### src/rtl/multicycle_ctrl_fsm.sv
// Main sequencing FSM for the multicycle ARM datapath: fetch/decode/execute/memory/writeback
// with a memory ready handshake and a retired-instruction counter.
module multicycle_ctrl_fsm #(
  parameter int CNT_W = 32
) (
  input  logic             clk,
  input  logic             reset,
  input  logic [1:0]       Op,
  input  logic [5:0]       Funct,
  input  logic             MemReady,
  output logic             MemReq,
  output logic             IRWrite,
  output logic             NextPC,
  output logic             AdrSrc,
  output logic [1:0]       ALUSrcA,
  output logic [1:0]       ALUSrcB,
  output logic [1:0]       ResultSrc,
  output logic             RegW,
  output logic             MemW,
  output logic             Branch,
  output logic             ALUOp,
  output logic             LDRB,
  output logic             Retire,
  output logic             Illegal,
  output logic [CNT_W-1:0] RetireCount
);

  typedef enum logic [3:0] {
    FETCH, DECODE, MEMADR, MEMRD, MEMWB, MEMWR, EXECR, EXECI, ALUWB, BRANCH
  } state_t;

  // Moore part of the outputs; in_fetch/in_decode/ldrb_en are later gated by MemReady, Op or Funct.
  typedef struct packed {
    logic       mem_req;
    logic       adr_src;
    logic [1:0] alu_src_a;
    logic [1:0] alu_src_b;
    logic [1:0] result_src;
    logic       reg_w;
    logic       mem_w;
    logic       branch;
    logic       alu_op;
    logic       in_fetch;
    logic       in_decode;
    logic       ldrb_en;
    logic       retire_fixed;
  } ctrl_t;

  state_t           state_reg, state_next;
  ctrl_t            ctrl_reg;
  logic [CNT_W-1:0] count_reg;
  logic             unused_funct;

  function automatic ctrl_t decode_state(input state_t s);
    ctrl_t c;
    c = '0;
    case (s)
      FETCH: begin
        c.mem_req = 1'b1; c.alu_src_a = 2'b01; c.alu_src_b = 2'b10;
        c.result_src = 2'b10; c.in_fetch = 1'b1;
      end
      DECODE: begin
        c.alu_src_a = 2'b01; c.alu_src_b = 2'b10; c.result_src = 2'b10; c.in_decode = 1'b1;
      end
      MEMADR: c.alu_src_b = 2'b01;
      MEMRD: begin
        c.adr_src = 1'b1; c.mem_req = 1'b1; c.ldrb_en = 1'b1;
      end
      MEMWB: begin
        c.result_src = 2'b01; c.reg_w = 1'b1; c.ldrb_en = 1'b1; c.retire_fixed = 1'b1;
      end
      MEMWR: begin
        c.adr_src = 1'b1; c.mem_req = 1'b1; c.mem_w = 1'b1;
      end
      EXECR: c.alu_op = 1'b1;
      EXECI: begin
        c.alu_src_b = 2'b01; c.alu_op = 1'b1;
      end
      ALUWB: begin
        c.reg_w = 1'b1; c.retire_fixed = 1'b1;
      end
      BRANCH: begin
        c.alu_src_a = 2'b10; c.alu_src_b = 2'b01; c.result_src = 2'b10;
        c.branch = 1'b1; c.retire_fixed = 1'b1;
      end
      default: c = '0;
    endcase
    return c;
  endfunction

  always_comb begin
    state_next = state_reg;
    case (state_reg)
      FETCH:  if (MemReady) state_next = DECODE;
      DECODE: begin
        case (Op)
          2'b00:   state_next = Funct[5] ? EXECI : EXECR;
          2'b01:   state_next = MEMADR;
          2'b10:   state_next = BRANCH;
          default: state_next = FETCH;
        endcase
      end
      MEMADR: state_next = Funct[0] ? MEMRD : MEMWR;
      MEMRD:  if (MemReady) state_next = MEMWB;
      MEMWR:  if (MemReady) state_next = FETCH;
      EXECR, EXECI: state_next = ALUWB;
      default: state_next = FETCH;
    endcase
  end

  // Output flags are registered from the next state so they line up with state_reg.
  always_ff @(posedge clk or negedge reset) begin
    if (!reset) begin
      state_reg <= FETCH;
      ctrl_reg  <= decode_state(FETCH);
      count_reg <= '0;
    end else begin
      state_reg <= state_next;
      ctrl_reg  <= decode_state(state_next);
      if (Retire) count_reg <= count_reg + 1'b1;
    end
  end

  assign MemReq      = ctrl_reg.mem_req;
  assign AdrSrc      = ctrl_reg.adr_src;
  assign ALUSrcA     = ctrl_reg.alu_src_a;
  assign ALUSrcB     = ctrl_reg.alu_src_b;
  assign ResultSrc   = ctrl_reg.result_src;
  assign RegW        = ctrl_reg.reg_w;
  assign MemW        = ctrl_reg.mem_w;
  assign Branch      = ctrl_reg.branch;
  assign ALUOp       = ctrl_reg.alu_op;
  assign IRWrite     = ctrl_reg.in_fetch & MemReady;
  assign NextPC      = ctrl_reg.in_fetch & MemReady;
  assign LDRB        = ctrl_reg.ldrb_en & Funct[2];
  // A store retires on the cycle its write is accepted.
  assign Retire      = ctrl_reg.retire_fixed | (ctrl_reg.mem_w & MemReady);
  assign Illegal     = ctrl_reg.in_decode & (Op == 2'b11);
  assign RetireCount = count_reg;

  assign unused_funct = ^{Funct[4:3], Funct[1]};

endmodule

### config.mk
export PLATFORM = sky130hd
export DESIGN_NAME = multicycle_ctrl_fsm
export DESIGN_NICKNAME = d
export VERILOG_FILES = /design/src/rtl/multicycle_ctrl_fsm.sv
export SDC_FILE = /design/constraint.sdc
export NUM_CORES = 1
export LEC_CHECK = 0
export CAP_MARGIN = 20
export CORE_MARGIN = 1
export CORE_UTILIZATION = 49
export DETAILED_ROUTE_END_ITERATION = 7
export HOLD_SLACK_MARGIN = 0.12
export PLACE_DENSITY = 0.86
export SYNTH_ARGS = -nofsm -noshare
export SYNTH_HDL_FRONTEND = slang
export SYNTH_SLANG_ARGS = --single-unit
### constraint.sdc
create_clock -name clk -period 2.25 [get_ports clk]
set_input_delay 0.225 -clock clk [delete_from_list [all_inputs] [get_ports clk]]
set_output_delay 0.225 -clock clk [all_outputs]
set_load 0.01 [all_outputs]
==> results.md, run 1 <==
- CTS tree: done
- Core Region: 4790 sq um
- Reg area: ~1300 sq um
- Clock sinks: 51
- # Post-CTS Setup Buffers: 0
- Top post-synthesis cells by area: dfrtp_1 (46%), xor2_1 (7.4%), dfstp_2 (5.3%)
- Largest fanout on the critical path: 6
- # diodes: 0
- # IOs: 60
- H-tree levels: 2
- Seq cells post-synth: 51
- Pwr Total: about 2.8 mW
- Post-route ant nets: 0
- Final Hold Fails: 0
- Routability cong.: between 0.7 and 0.8
- Routed WL: between 4 and 5 mm
- Fin Hold WS: 0.343 ns
- Drt wl/cell: 13.6 microns
- Mapped Cells: around 220
- Main combinational cell family by area after synthesis: simple AND/OR/NAND/NOR gates
- Resize count post-CTS: 0
- Post-synth EDFFs: 0
- Initial antenna violation count: 0
- Clock latency on the worst-skew pair: 0.29 ns
- Post-synth cell types: 43
- CP bufs+invs: 0
- Placed Cells: 337
- Netlist Area Pre-Place: ~2500 sq um
- Fillers: between 300 and 400
- # port buffers: 56
- Crit share post-route: 0.895
- Initial core utilization: 0.519
- Critical path launch point type: flip-flop
- Die area: ~5400 sq um
- Post-synthesis xor/xnor area fraction: 0.109
- Lkg Pwr: 1.46 nW
- HP Class: input pin to async pin
- DR pass1 iterations: 4
- Synth top area share: 0.463
- Gr ovfl total: 0
- Slew Limit Fails: 0
- CP Capture Type: flip-flop
- Site Rows: 25
- Fin nets: 290
- Min Tclk post-route: approximately 2 ns
- Vias in the first global route: roughly 1,700
- Inserted Clock Buffers: 5
- Clock Path Buffers: 2
- Synth warn: 0
- Setup tns final: 0 ns
- Seq/Total Area, Yosys: 0.516
- Multiplexer area fraction after synthesis: 0.0121
- Crit path max-delay family: simple AND/OR/NAND/NOR gates
- Syn_nets: approximately 240
- Cell Pwr Density: 883 nW/um^2
- Fin cells: about 350
- Vias per Instance: 5.29
- Die width: around 73 microns
- Layout cells sized above 1: 0.136
- Asr flop ratio synth: 1.00
- Vias post-DR: around 1,800
- Largest net degree at the start of global routing: 24
- Number of flip-flops in the largest register: 32
- Syn-to-layout area delta: 27.7%
- Gr usage total: 0.198
- Outcome: finished clean
- Area leader, netlist: dfrtp_1
- Peak supply drop: between 0.6 and 0.7 mV
- Max Cap Violations: 0
- Die Ht: roughly 73 microns
- Critical Path RT: about 2.5 ns
- CP max-delay cell: or4_1
- Worst Skew: between 0.003 and 0.004 ns
- Worst-path cell chain: nand4_2 > or4_1 > nor4_4 > xor2_1
- Critical path type: flip-flop to flip-flop
- DR DRC count: 0
- RSZ-0062 raised after global routing: false
- Syn Area/Cell: approximately 11 sq um
- Compound-Gate Fraction of Synth Area: 0.0463
- Clock-pin slew on the worst setup and hold paths: 0.08 ns
- First DRT Iteration DRCs: about 110
- Post-Synth Adder-Cell Area: 0.00504
- Most used DFF post-synth: dfrtp_1
- Post-Synth Simple-Gate Area: 0.247
- DPL Wire Length: about 3.5 mm
- Global-route wire length before repair: 8.04 mm
- Root Buffer: clkbuf_8
- CP max stage delay: about 0.74 ns
- Peak Freq: 497 MHz
- CP Data Arrival Time: about 2.2 ns
- Area occupied by multi-input gates: about 1000 sq um
- Relative slew slack: 0.605
- # setup viols final: 0
- Worst-Margin Slew: between 0.5 and 0.6 ns
==> cells in the final DEF, fill, tap and decap left out, types with 2 or more instances in the layout <==
cell	synthesis	final
dfrtp_1	46	46
nand4_1	4	4
nand2b_1	7	7
dfstp_2	5	5
inv_1	12	12
xnor2_1	10	10
nand3_1	7	7
nand2_1	19	19
nor4_1	6	6
a21boi_0	2	2
clkbuf_8	0	7
nor4_2	4	4
nor4_4	4	4
or2_2	2	2
nor2_1	10	10
and2_1	2	2
a21oi_1	4	4
and3_1	4	4
buf_4	8	7
xor2_1	21	21
or4b_4	2	2
o22ai_1	3	3
or4_1	2	2
mux2i_1	3	3
clkdlybuf4s50_1	0	55
nor3_1	12	12
==> cell usage after synthesis, types with 2 or more instances <==
| library cell | n |
|---|---|
| a21boi_0 | 2 |
| a21oi_1 | 4 |
| and2_1 | 2 |
| and3_1 | 4 |
| buf_4 | 8 |
| buf_6 | 3 |
| clkbuf_1 | 4 |
| dfrtp_1 | 46 |
| dfstp_2 | 5 |
| inv_1 | 12 |
| mux2i_1 | 3 |
| nand2_1 | 19 |
| nand2b_1 | 7 |
| nand3_1 | 7 |
| nand4_1 | 4 |
| nor2_1 | 10 |
| nor3_1 | 12 |
| nor4_1 | 6 |
| nor4_2 | 4 |
| nor4_4 | 4 |
| o22ai_1 | 3 |
| or2_2 | 2 |
| or4_1 | 2 |
| or4b_4 | 2 |
| xnor2_1 | 10 |
| xor2_1 | 21 |
==> cells by family after synthesis <==
logic type	Yosys count
XOR/XNOR	31
multiplexers	3
adder cells (fa/ha/maj)	1
AND/OR/NAND/NOR	93
buffers and inverters	28
AO/OA/AOI/OAI	16
flip-flops	51
==> final cells by class <==
cell class | count | area share
clock buffer | 8 | 0.0315
inverter | 12 | 0.0142
multi-input combinational | 144 | 0.329
sequential | 51 | 0.404
tap | 67 | 0.0264
timing repair buffer | 64 | 0.195
==> routing by layer <==
| metal | vias to the layer above | GRT usage | share of wire |
|---|---|---|---|
| met2 | 58 | 0.333 | 0.50 |
| met4 | 0 | 0.0523 | 0.0051 |
| met5 | - | 0 | 0 |
| li1 | 874 | - | - |
| met3 | 4 | 0.0442 | 0.044 |
| met1 | 895 | 0.259 | 0.45 |
==> report_power, final <==
| group | switching, mW | leakage [nW] | internal (mW) |
|---|---|---|---|
| sequential | 0.150 | 0.654 | 1.13 |
| clock | 0.273 | 0.0515 | 0.281 |
| combinational | 0.459 | 0.754 | 0.510 |
| total | 0.882 | 1.46 | 1.92 |
==> through the flow <==
stage          utilization  worst slack, ns  instance area [sq um]
2_1_floorplan            -            0.405                   2480
3_3_place_gp         0.640            0.154                   3060
3_5_place_dp         0.640            0.144                   3060
4_1_cts              0.663            0.229                   3170
5_1_grt              0.663           0.0623                   3170
6_report             0.663            0.237                   3170
==> final timing paths <==
path	startpoint	to	slack, ns	cells after the start
worst max-delay path	RetireCount[12]$_DFFE_PN0P_	RetireCount[31]$_DFFE_PN0P_	0.24	4
worst min-delay path	reset	RetireCount[15]$_DFFE_PN0P_	0.34	2
worst max register to register	RetireCount[12]$_DFFE_PN0P_	RetireCount[31]$_DFFE_PN0P_	0.24	4
worst min register to register	RetireCount[31]$_DFFE_PN0P_	RetireCount[31]$_DFFE_PN0P_	0.47	1
max in group asynchronous	reset	MemReq$_DFF_PN1_	1.25	3
min in group clk	RetireCount[31]$_DFFE_PN0P_	RetireCount[31]$_DFFE_PN0P_	0.47	1
==> repair_timing <==
item / CTS / global route
hold endpoints to repair: 12 / 0
setup endpoints to repair: 0 / 0
hold buffers: 1 / 0
No activity file was read; power rests on OpenSTA's default activity.
==> run 2, diff against run 1 <==
Settings changed: CORE_MARGIN 1 to unset, GPL_TIMING_DRIVEN set to 0.
==> run 2 against run 1 <==
Final cell count up 2.6%. Clock skew increased by 0.0063 ns. Sequential share of layout area is 1.1 points lower. Critical endpoint is now RetireCount[28]$_DFFE_PN0P_.
==> results.md, run 2 (synthesis gave the netlist of run 1 again) <==
- Die Ht: 73.2 microns (unchanged)
- Peak Freq: 515 MHz (+3.7%)
- CP Capture Type: flip-flop
- Area occupied by multi-input gates: 1040 sq um (unchanged)
- Global-route wire length before repair: 8.10 mm (+0.77%)
- Clock-pin slew on the worst setup and hold paths: 0.09 ns (about the same)
- Crit path launch: RetireCount[0]$_DFFE_PN0P_
- Vias in the first global route: 1,721 (+0.82%)
- # Post-CTS Setup Buffers: 0 (unchanged)
- Initial core utilization: 0.519 (unchanged)
- Placed Cells: 346 (+2.7%)
- CP Data Arrival Time: 2.16 ns (-0.07 ns)
- Crit path max-delay family: simple AND/OR/NAND/NOR gates
- RSZ-0062 raised after global routing: false
- Root Buffer: clkbuf_8
- Fin nets: 299 (+3.1%)
- Drt wl/cell: 13.6 microns (+0.35%)
- CTS tree: done
- Core Region: 4790 sq um (unchanged)
- # IOs: 60 (unchanged)
- Worst-path cell chain: ha_1 > nand2_1 > or4b_4 > buf_6 > nor4_4 > xor2_1
- Critical path launch point type: flip-flop
- Setup tns final: 0 ns (unchanged)
- Reg area: 1280 sq um (unchanged)
- Initial antenna violation count: 0 (unchanged)
- Lkg Pwr: 1.51 nW (+3.3%)
- Slew Limit Fails: 0 (unchanged)
- Largest fanout on the critical path: 10 (+4)
- Inserted Clock Buffers: 5 (unchanged)
- Crit share post-route: 0.862 (-0.0323)
- Post-route ant nets: 0 (unchanged)
- Clock Path Buffers: 2 (unchanged)
- Reg2Reg Depth: 6 (+2)
- Routed WL: 4.84 mm (+3.0%)
- # port buffers: 55 (-1.8%)
- Reg2reg end: RetireCount[28]$_DFFE_PN0P_
- Die width: 73.2 microns (unchanged)
- DPL Wire Length: 3.59 mm (+2.5%)
- Reg-to-Reg Start: RetireCount[0]$_DFFE_PN0P_
- Gr ovfl total: 0 (unchanged)
- Final Hold Fails: 0 (unchanged)
- CP max stage delay: 0.55 ns (-0.19 ns)
- Largest net degree at the start of global routing: 39 (+63%)
- Number of flip-flops in the largest register: 32 (unchanged)
- Worst-Margin Slew: 0.670 ns (+0.0783 ns)
- Clock latency on the worst-skew pair: 0.29 ns (about the same)
- CP max-delay cell: or4b_4
- Relative slew slack: 0.552 (-0.0525)
- First DRT Iteration DRCs: 90 (-19%)
- Site Rows: 25 (unchanged)
- Vias post-DR: 1,806 (-1.4%)
- # diodes: 0 (unchanged)
- Layout cells sized above 1: 0.156 (+0.0200)
- Peak supply drop: 0.670 mV (+0.41%)
- Critical path depth: 6 (+2)
- Commonest non-fill, non-tap cell in the layout: clkdlybuf4s50_1
- Final setup margin: 0.310 ns (+0.0727 ns)
- Gr usage total: 0.199 (+0.000417)
- # setup viols final: 0 (unchanged)
- Pre-CTS WS: 0.270 ns (+0.126 ns)
- Critical Path RT: 2.47 ns (about the same)
- Fillers: 370 (-2.1%)
- Outcome: finished clean
- Worst Skew: 0.0101 ns (+0.00625 ns)
- H-tree levels: 2 (unchanged)
- Pwr Total: 2.93 mW (+4.5%)
- Routability cong.: 0.868 (+9.9%)
- Flop2flop setup slack: 0.31 ns (+0.07 ns)
- Max Cap Violations: 0 (unchanged)
- DR DRC count: 0 (unchanged)
- Clock sinks: 51 (unchanged)
- CP bufs+invs: 1 (+1)
- Crit path capture: RetireCount[28]$_DFFE_PN0P_
- Fin cells: 355 (+2.6%)
- DR pass1 iterations: 4 (unchanged)
- Vias per Instance: 5.09 (-3.9%)
- Die area: 5360 sq um (unchanged)
- Cell Pwr Density: 897 nW/um^2 (+1.6%)
- Syn-to-layout area delta: 31.3%
- Critical path type: flip-flop to flip-flop
- HP Class: input pin to flip-flop
- Min Tclk post-route: 1.94 ns (-0.0727 ns)
- Commonest cells after routing, fill and taps aside: clkdlybuf4s50_1 (54), dfrtp_1 (46), xor2_1 (21), nand2_1 (19)
run 2: worst min path at each step:
stage / endpoint / start / depth (start not counted)
2_1_floorplan: ALUOp$_DFF_PN0_ / reset / 0
4_1_cts: RetireCount[1]$_DFFE_PN0P_ / MemReady / 4
3_5_place_dp: RetireCount[17]$_DFFE_PN0P_ / reset / 1
5_1_grt: RetireCount[1]$_DFFE_PN0P_ / MemReady / 4
3_3_place_gp: RetireCount[31]$_DFFE_PN0P_ / RetireCount[31]$_DFFE_PN0P_ / 1
6_report: RetireCount[1]$_DFFE_PN0P_ / MemReady / 4
run 2: worst min-delay path, stage by stage:
cell and delay [ns]:
buf_4 0.15, a21oi_2 0.11, nand2_1 0.07, nand2_1 0.04
run 2: final cells by class:
cell class | instances | area share
Buffer | 16 | 0.0349
Sequential cell | 51 | 0.393
Tap cell | 67 | 0.0257
Clock buffer | 6 | 0.0253
Timing Repair Buffer | 57 | 0.176
Clock inverter | 2 | 0.0107
Multi-Input combinational cell | 144 | 0.320
Inverter | 12 | 0.0138
run 2: per-layer routing:
| layer | track usage | up-vias | wire [microns] |
|---|---|---|---|
| met5 | 0 | - | 0 |
| met4 | 0.0436 | 0 | 29 |
| met3 | 0.0414 | 4 | 199 |
| met2 | 0.338 | 48 | 2390 |
| met1 | 0.261 | 862 | 2220 |
| li1 | - | 892 | - |
run 2: what timing repair did:
item	4_1_cts	5_1_grt
resized for setup	0	0
hold endpoints to repair	13	0
hold buffers	1	0
endpoints found under the setup margin	0	0
run 2: report_power, final:
group	switching, mW	total, mW	internal, mW	leakage, nW
Sequential	0.113	1.24	1.13	0.654
Combinational	0.510	1.04	0.529	0.793
Clock	0.286	0.646	0.360	0.0612
run 2: per-stage QoR:
stage	utilization	cell area [sq um]	hold slack [ns]
2_1_floorplan	-	2480	-0.0706
3_3_place_gp	0.652	3120	0.459
3_5_place_dp	0.655	3130	0.138
4_1_cts	0.682	3260	0.323
5_1_grt	0.682	3260	0.352
6_report	0.682	3260	0.332
